--- config.mk ---
export PLATFORM = sky130hd
export DESIGN_NAME = gshare_predictor_bank
export DESIGN_NICKNAME = d
export VERILOG_FILES = /design/src/rtl/gshare_pred_pkg.sv /design/src/rtl/gshare_upd_fifo.sv /design/src/rtl/gshare_predictor_bank.sv
export SDC_FILE = /design/constraint.sdc
export NUM_CORES = 2
export LEC_CHECK = 0
export CAP_MARGIN = 20
export CELL_PAD_IN_SITES_DETAIL_PLACEMENT = 1
export CELL_PAD_IN_SITES_GLOBAL_PLACEMENT = 1
export CORE_MARGIN = 5
export CORE_UTILIZATION = 53
export DETAILED_ROUTE_END_ITERATION = 7
export PLACE_DENSITY = 0.81
export SKIP_LAST_GASP = 1
export SLEW_MARGIN = 20
export SYNTH_ARGS = -nofsm -noshare
export SYNTH_HDL_FRONTEND = slang
export SYNTH_SLANG_ARGS = --single-unit
--- constraint.sdc ---
create_clock -name clock -period 22.5 [get_ports clock]
set_input_delay 6.75 -clock clock [delete_from_list [all_inputs] [get_ports clock]]
set_output_delay 6.75 -clock clock [all_outputs]
set_load 0.01 [all_outputs]
--- src/rtl/gshare_pred_pkg.sv ---
// Purpose : shared types and index/counter helpers for the gshare predictor bank.
// Latency : n/a (package: types and pure functions only).
// Backpr. : n/a.
// Contents: ctr_t, state_e {ST_INIT, ST_RUN}, fold_hist(), gshare_idx(), sat_update().
package gshare_pred_pkg;

   localparam int DEF_CTR_W = 2;

   typedef logic [DEF_CTR_W-1:0] ctr_t;

   typedef enum logic {
      ST_INIT = 1'b0,
      ST_RUN  = 1'b1
   } state_e;

   // Each hist bit i lands on result bit (i mod idx_w): XOR of successive
   // idx_w-wide slices, with the top slice implicitly zero-padded.
   function automatic logic [31:0] fold_hist(input logic [63:0] hist, input int hist_w,
                                             input int idx_w);
      logic [63:0] h;
      logic [63:0] sl;
      logic [31:0] r;
      logic [31:0] mask;
      h    = (hist_w >= 64) ? hist : (hist & ((64'd1 << hist_w) - 64'd1));
      mask = (idx_w >= 32) ? '1 : ((32'd1 << idx_w) - 32'd1);
      r    = '0;
      for (int s = 0; s < 64; s++) begin
         if (s * idx_w < hist_w) begin
            sl = h >> (s * idx_w);
            r  = r ^ (sl[31:0] & mask);
         end
      end
      return r;
   endfunction

   // pc_trim is pc[IDX_W+1:2] already aligned to bit 0.
   function automatic logic [31:0] gshare_idx(input logic [31:0] pc_trim, input logic [63:0] hist,
                                              input int hist_w, input int idx_w);
      logic [31:0] mask;
      mask = (idx_w >= 32) ? '1 : ((32'd1 << idx_w) - 32'd1);
      return (pc_trim ^ fold_hist(hist, hist_w, idx_w)) & mask;
   endfunction

   function automatic logic [31:0] sat_update(input logic [31:0] ctr, input logic taken,
                                              input int ctr_w);
      logic [31:0] max_v;
      max_v = (32'd1 << ctr_w) - 32'd1;
      if (taken) return (ctr == max_v) ? ctr : ctr + 32'd1;
      else       return (ctr == 32'd0) ? ctr : ctr - 32'd1;
   endfunction

endpackage

--- src/rtl/gshare_upd_fifo.sv ---
// Purpose : generic valid/ready FIFO holding trimmed branch updates.
// Latency : data pushed in cycle N is visible on pop side in cycle N+1 (no bypass).
// Backpr. : push_ready_o is registered (!full after this cycle's push/pop, gated by accept_en_i).
// Ports   : clock/reset_n; accept_en_i (next-cycle permission to accept);
//           push_valid_i/push_ready_o/push_data_i; pop_valid_o/pop_ready_i/pop_data_o.
module gshare_upd_fifo #(
   parameter int W     = 8,
   parameter int DEPTH = 4
) (
   input  logic         clock,
   input  logic         reset_n,
   input  logic         accept_en_i,
   input  logic         push_valid_i,
   output logic         push_ready_o,
   input  logic [W-1:0] push_data_i,
   output logic         pop_valid_o,
   input  logic         pop_ready_i,
   output logic [W-1:0] pop_data_o
);
   localparam int AW = $clog2(DEPTH);

   // Extra top bit distinguishes full from empty when the low bits match.
   logic [AW:0]  wr_ptr_q, wr_ptr_d;
   logic [AW:0]  rd_ptr_q, rd_ptr_d;
   logic         rdy_q;
   logic         push, pop, full_d;
   logic [W-1:0] mem_q [DEPTH];

   assign push_ready_o = rdy_q;
   assign pop_valid_o  = (wr_ptr_q != rd_ptr_q);
   assign pop_data_o   = mem_q[rd_ptr_q[AW-1:0]];
   assign push         = push_valid_i & rdy_q;
   assign pop          = pop_valid_o & pop_ready_i;

   always_comb begin
      wr_ptr_d = wr_ptr_q + {{AW{1'b0}}, push};
      rd_ptr_d = rd_ptr_q + {{AW{1'b0}}, pop};
   end

   assign full_d = (wr_ptr_d[AW] != rd_ptr_d[AW]) && (wr_ptr_d[AW-1:0] == rd_ptr_d[AW-1:0]);

   always_ff @(posedge clock or negedge reset_n) begin
      if (!reset_n) begin
         wr_ptr_q <= '0;
         rd_ptr_q <= '0;
         rdy_q    <= 1'b0;
      end else begin
         wr_ptr_q <= wr_ptr_d;
         rd_ptr_q <= rd_ptr_d;
         rdy_q    <= accept_en_i & !full_d;
      end
   end

   // Payload storage needs no reset: the pointers define which entries are live.
   always_ff @(posedge clock) begin
      if (push) mem_q[wr_ptr_q[AW-1:0]] <= push_data_i;
   end

endmodule

--- src/rtl/gshare_predictor_bank.sv ---
// Purpose : multi-port gshare direction predictor with queued counter updates.
// Latency : lookup 1 cycle (req in N -> resp in N+1); update enq N -> counter written N+1 earliest.
// Backpr. : lookups never stall; update_ready is registered (RUN and FIFO not full).
// Ports   : clock, reset_n; req_valid/req_pc/req_hist -> resp_valid/resp_taken per port;
//           update_valid/update_ready/update_pc/update_hist/update_taken; init_done.
// Option  : GSHARE_PRED_PERF_EN adds perf_lookups, perf_updates, perf_flips counters.
module gshare_predictor_bank
   import gshare_pred_pkg::*;
#(
   parameter int NUM_REQ   = 2,
   parameter int PC_W      = 64,
   parameter int HIST_W    = 16,
   parameter int IDX_W     = 10,
   parameter int CTR_W     = 2,
   parameter int UPD_DEPTH = 4
) (
   input  logic                      clock,
   input  logic                      reset_n,
   input  logic [NUM_REQ-1:0]        req_valid,
   input  logic [NUM_REQ*PC_W-1:0]   req_pc,
   input  logic [NUM_REQ*HIST_W-1:0] req_hist,
   output logic [NUM_REQ-1:0]        resp_valid,
   output logic [NUM_REQ-1:0]        resp_taken,
   input  logic                      update_valid,
   output logic                      update_ready,
   input  logic [PC_W-1:0]           update_pc,
   input  logic [HIST_W-1:0]         update_hist,
   input  logic                      update_taken,
   output logic                      init_done
`ifdef GSHARE_PRED_PERF_EN
   ,
   output logic [31:0]               perf_lookups,
   output logic [31:0]               perf_updates,
   output logic [31:0]               perf_flips
`endif
);
   localparam int ENTRIES = 1 << IDX_W;
   localparam int UPD_W   = IDX_W + HIST_W + 1;
   localparam logic [CTR_W-1:0] CTR_INIT = CTR_W'((1 << (CTR_W - 1)) - 1);

   state_e             state_q, state_d;
   logic [IDX_W-1:0]   init_ptr_q, init_ptr_d;
   logic [CTR_W-1:0]   ctr_q [ENTRIES];
   logic [NUM_REQ-1:0] resp_valid_q, resp_taken_q;
   logic [IDX_W-1:0]   lk_idx [NUM_REQ];

   logic               tbl_we, deq;
   logic [IDX_W-1:0]   tbl_widx;
   logic [CTR_W-1:0]   tbl_wdat;

   logic               pop_valid;
   logic [UPD_W-1:0]   push_data, pop_data;
   logic [IDX_W-1:0]   upd_idx;
   logic [CTR_W-1:0]   upd_old, upd_new;

   // Only pc[IDX_W+1:2] ever reaches the index, so nothing wider is stored.
   assign push_data = {update_pc[IDX_W+1:2], update_hist, update_taken};

   gshare_upd_fifo #(.W(UPD_W), .DEPTH(UPD_DEPTH)) u_upd_fifo (
      .clock        (clock),
      .reset_n      (reset_n),
      .accept_en_i  (state_d == ST_RUN),
      .push_valid_i (update_valid),
      .push_ready_o (update_ready),
      .push_data_i  (push_data),
      .pop_valid_o  (pop_valid),
      .pop_ready_i  (state_q == ST_RUN),
      .pop_data_o   (pop_data)
   );

   always_comb begin
      upd_idx = IDX_W'(gshare_idx(32'(pop_data[UPD_W-1 -: IDX_W]), 64'(pop_data[HIST_W:1]),
                                  HIST_W, IDX_W));
      upd_old = ctr_q[upd_idx];
      upd_new = CTR_W'(sat_update(32'(upd_old), pop_data[0], CTR_W));
   end

   // FSM: state register
   always_ff @(posedge clock or negedge reset_n) begin
      if (!reset_n) begin
         state_q    <= ST_INIT;
         init_ptr_q <= '0;
      end else begin
         state_q    <= state_d;
         init_ptr_q <= init_ptr_d;
      end
   end

   // FSM: next state. RUN is terminal until reset.
   always_comb begin
      state_d    = state_q;
      init_ptr_d = init_ptr_q;
      if (state_q == ST_INIT) begin
         init_ptr_d = init_ptr_q + IDX_W'(1);
         if (&init_ptr_q) state_d = ST_RUN;
      end
   end

   // FSM: outputs. The single table write port is owned by init sweep or dequeue.
   always_comb begin
      tbl_we   = 1'b0;
      tbl_widx = init_ptr_q;
      tbl_wdat = CTR_INIT;
      deq      = 1'b0;
      case (state_q)
         ST_INIT: tbl_we = 1'b1;
         ST_RUN: begin
            if (pop_valid) begin
               deq      = 1'b1;
               tbl_we   = 1'b1;
               tbl_widx = upd_idx;
               tbl_wdat = upd_new;
            end
         end
         default: ;
      endcase
   end

   // Table contents are fully rewritten by the init sweep, so no reset here.
   always_ff @(posedge clock) begin
      if (tbl_we) ctr_q[tbl_widx] <= tbl_wdat;
   end

   always_comb begin
      for (int p = 0; p < NUM_REQ; p++) begin
         lk_idx[p] = IDX_W'(gshare_idx(32'(req_pc[p*PC_W+2 +: IDX_W]),
                                       64'(req_hist[p*HIST_W +: HIST_W]), HIST_W, IDX_W));
      end
   end

   // Reads sample the pre-write table, so a same-cycle update is not forwarded.
   always_ff @(posedge clock or negedge reset_n) begin
      if (!reset_n) begin
         resp_valid_q <= '0;
         resp_taken_q <= '0;
      end else begin
         resp_valid_q <= req_valid;
         for (int p = 0; p < NUM_REQ; p++) begin
            resp_taken_q[p] <= req_valid[p] & (state_q == ST_RUN) & ctr_q[lk_idx[p]][CTR_W-1];
         end
      end
   end

   assign resp_valid = resp_valid_q;
   assign resp_taken = resp_taken_q;
   assign init_done  = (state_q == ST_RUN);

`ifdef GSHARE_PRED_PERF_EN
   logic [31:0] perf_lookups_q, perf_updates_q, perf_flips_q;

   always_ff @(posedge clock or negedge reset_n) begin
      if (!reset_n) begin
         perf_lookups_q <= '0;
         perf_updates_q <= '0;
         perf_flips_q   <= '0;
      end else if (state_q == ST_RUN) begin
         perf_lookups_q <= perf_lookups_q + 32'($countones(req_valid));
         if (deq) begin
            perf_updates_q <= perf_updates_q + 32'd1;
            if (upd_old[CTR_W-1] != upd_new[CTR_W-1]) perf_flips_q <= perf_flips_q + 32'd1;
         end
      end
   end

   assign perf_lookups = perf_lookups_q;
   assign perf_updates = perf_updates_q;
   assign perf_flips   = perf_flips_q;
`endif

endmodule
==> flow_summary.toml <==
[yosys]
synthesis.area_per_instance_um2 = 15.1
ys_seq_area_frac = 0.609
syn_nets = 7366
async_flop_share = 0.0101
netlist_instances = 7115
synth-seq-cells = 2178
synth_edf_count = 2156
synthesis.area_um2 = 107000
ys_types = 59
synth_flop_cell = "edfxtp_1"
yosysWarnings = 0

[routing]
wl_met2_mm = 182
drt_iter0_drc = 12800
wl_met3_mm = 62.1
wire_per_inst_um = 40.7
met1Wirelength_mm = 127
ant_nets = 0
top_layer_used = "met5"
via_per_inst = 7.59
drc_errors = 0
vias = 75300
drt-total-wl_mm = 403
drt_first_pass_iters = 7

[clock_tree]
clk_pin_slew_ns = 0.06
cts-root-buf = "clkbuf_16"
clock-sinks = 2178
cts_buffers = 216
cts_tree = "built"
htree_levels = 4
cts_resized = 0
post_cts_buffers = 0
postCtsHoldBufs = 0
worstSkewPairLatency_ns = 0.91
clk_path_buf_depth = 3

[sta]
max_freq_mhz = 80.8
fin_setup_tns_ns = 0
finalClockSkew_ns = 0.0556
tightest_slew_ns = 1.26
hold_viol = 0
timing.final.crit_share = 0.550
slew_violations = 0
slew_headroom = 0.157
grt_setup_unrepaired = "false"
final-setup-viol-count = 0
period_minus_slack_ns = 12.37

[job]
drv_cap = 0

[worst_setup_path]
critPathMaxFanout = 79
critPathKind = "primary input to register"
cp_data_required_time_ns = 23.28
crit_start = "req_pc[66]"
end_kind = "register"
startpoint_type = "primary input"
critPathArrivalTime_ns = 13.15
r2r-start = "u_upd_fifo.rd_ptr_q[0]"

[pwr]
irDropWorstVdd_mv = 0.0720
cellPowerDensity_nw_per_um2 = 74.4
power_leakage_nw = 35.4

[global_routing]
grt_first_pass_wirelength_mm = 567
track_usage = 0.376
first_global_vias = 76900
grt_max_degree = 284
antenna_found_initial = 42
grt-ovfl-total = 0

[finish]
final_common_cell = "edfxtp_1"
layout.nets = 7254
layout_common_cells = "edfxtp_1, nor2_1, mux4_2"
instances_no_fill = 9916
drive_above_1_share = 0.215
area_growth_pct = 10.5

[die]
ios = 252
coreArea_um2 = 202000
dieHeight_um = 460
die_x_um = 460
dieArea_um2 = 211000
initial_core_util = 0.531
rows = 165

[place]
dp_hpwl_mm = 233
place_inst = 9453
gp_congestion = 0.901
io_buffers = 89

[min_path]
holdCritPathClass = "register to register"
min_from = "u_upd_fifo.rd_ptr_q[2]"

[status]
status = "complete, no violations"
-- routing by layer --
| layer | vias to the layer above | GRT usage |
|---|---|---|
| li1 | 27800 | - |
| met1 | 38200 | 0.457 |
| met2 | 7371 | 0.555 |
| met3 | 1913 | 0.140 |
| met4 | 22 | 0.274 |
| met5 | - | 0.00482 |
-- area by class of cell --
cell class | count | area [um^2]
multi-input combinational | 4305 | 39700
tap | 2672 | 3340
inverter | 6 | 22.5
timing repair buffer | 296 | 2790
clock buffer | 265 | 5750
sequential | 2178 | 65300
fill | 18100 | 83200
clock inverter | 135 | 1430
antenna | 59 | 148
-- Yosys cell counts, types with 8 or more instances --
| cell | number | share of area |
|---|---|---|
| buf_6 | 20 | 0.0021 |
| mux4_2 | 901 | 0.19 |
| nor4_1 | 35 | 0.0020 |
| a22oi_1 | 9 | 0.00063 |
| buf_1 | 55 | 0.0019 |
| nor2_1 | 1113 | 0.039 |
| nor3_1 | 73 | 0.0034 |
| mux2i_1 | 345 | 0.032 |
| o22ai_1 | 98 | 0.0057 |
| a31oi_1 | 17 | 0.00099 |
| a311oi_1 | 8 | 0.00065 |
| a211oi_1 | 233 | 0.016 |
| o21bai_1 | 10 | 0.00070 |
| clkbuf_1 | 382 | 0.013 |
| xor2_1 | 42 | 0.0034 |
| xnor2_1 | 65 | 0.0053 |
| or2_2 | 8 | 0.00047 |
| dfrtp_1 | 22 | 0.0051 |
| buf_2 | 127 | 0.0059 |
| nor2b_1 | 130 | 0.0076 |
| nand4_1 | 48 | 0.0028 |
| nand2_1 | 505 | 0.018 |
| o21ai_0 | 36 | 0.0017 |
| edfxtp_1 | 2156 | 0.60 |
| nand2b_1 | 99 | 0.0058 |
| a21oi_1 | 279 | 0.013 |
| and3_1 | 17 | 0.00099 |
| buf_4 | 42 | 0.0029 |
| o211ai_1 | 11 | 0.00077 |
| nand3_1 | 125 | 0.0058 |
| a32oi_1 | 15 | 0.0012 |
-- final timing paths --
kind                                      endpoint  slack [ns]  cells after the start
min reg2reg                 u_upd_fifo.rd_ptr_q[2]        0.55                      1
max                                  resp_taken[1]       10.13                     15
max in group asynchronous            init_ptr_q[4]       15.93                      2
min in group asynchronous  u_upd_fifo.push_ready_o        6.26                      2
max reg2reg                          ctr_q[972][0]       11.09                     18
min                         u_upd_fifo.rd_ptr_q[2]        0.55                      1
-- registers in the layout, summed over array words and instances (netlist names) --
register / flops
u_upd_fifo.wr_ptr_q: 3
u_upd_fifo.push_ready_o: 1
u_upd_fifo.rd_ptr_q: 3
resp_valid: 2
u_upd_fifo.mem_q: 108
resp_taken: 2
ctr_q: 2048
init_done: 1
init_ptr_q: 10
-- worst max-delay path, cell delays in order --
cell,delay (ns)
clkdlybuf4s50_1,0.48
xor2_1,0.22
xnor2_2,0.17
buf_12,0.56
buf_4,0.80
buf_4,0.75
mux4_2,0.60
nor2b_1,0.14
a211oi_1,0.27
a211oi_1,0.10
a21oi_1,0.30
a21oi_1,0.33
mux4_2,0.68
mux4_2,0.59
and3_1,0.22
-- kinds of logic (layout without fill, tap and decap cells) --
group / Yosys count / in the layout / synth area share
flip-flops: 2178 / 2178 / 0.609
AND/OR/NAND/NOR: 2173 / 2173 / 0.0869
multiplexers: 1251 / 1251 / 0.222
AO/OA/AOI/OAI: 767 / 767 / 0.0457
buffers and inverters: 632 / 702 / 0.0265
XOR/XNOR: 109 / 109 / 0.00915
adder cells (fa/ha/maj): 5 / 5 / 0.000584
other: 0 / 59 / 0
-- stage by stage --
| stage | power (mW) | setup WS, ns | hold WS, ns | util | instance area, um^2 |
|---|---|---|---|---|---|
| 2_1_floorplan | 4.86 | 3.58 | 0.463 | - | 107000 |
| 3_3_place_gp | 5.09 | 9.40 | 0.489 | 0.549 | 111000 |
| 3_5_place_dp | 5.10 | 9.29 | 0.516 | 0.550 | 111000 |
| 4_1_cts | 8.77 | 10.22 | 0.547 | 0.586 | 118000 |
| 5_1_grt | 8.99 | 9.98 | 0.572 | 0.587 | 118000 |
| 6_report | 8.81 | 10.13 | 0.548 | 0.587 | 118000 |
-- power by group --
group	total [mW]	internal [mW]	switching, mW
Sequential	4.39	4.39	0.0000860
Combinational	0.653	0.209	0.444
Clock	3.77	2.13	1.64
Power figures use the tool's default switching activity.
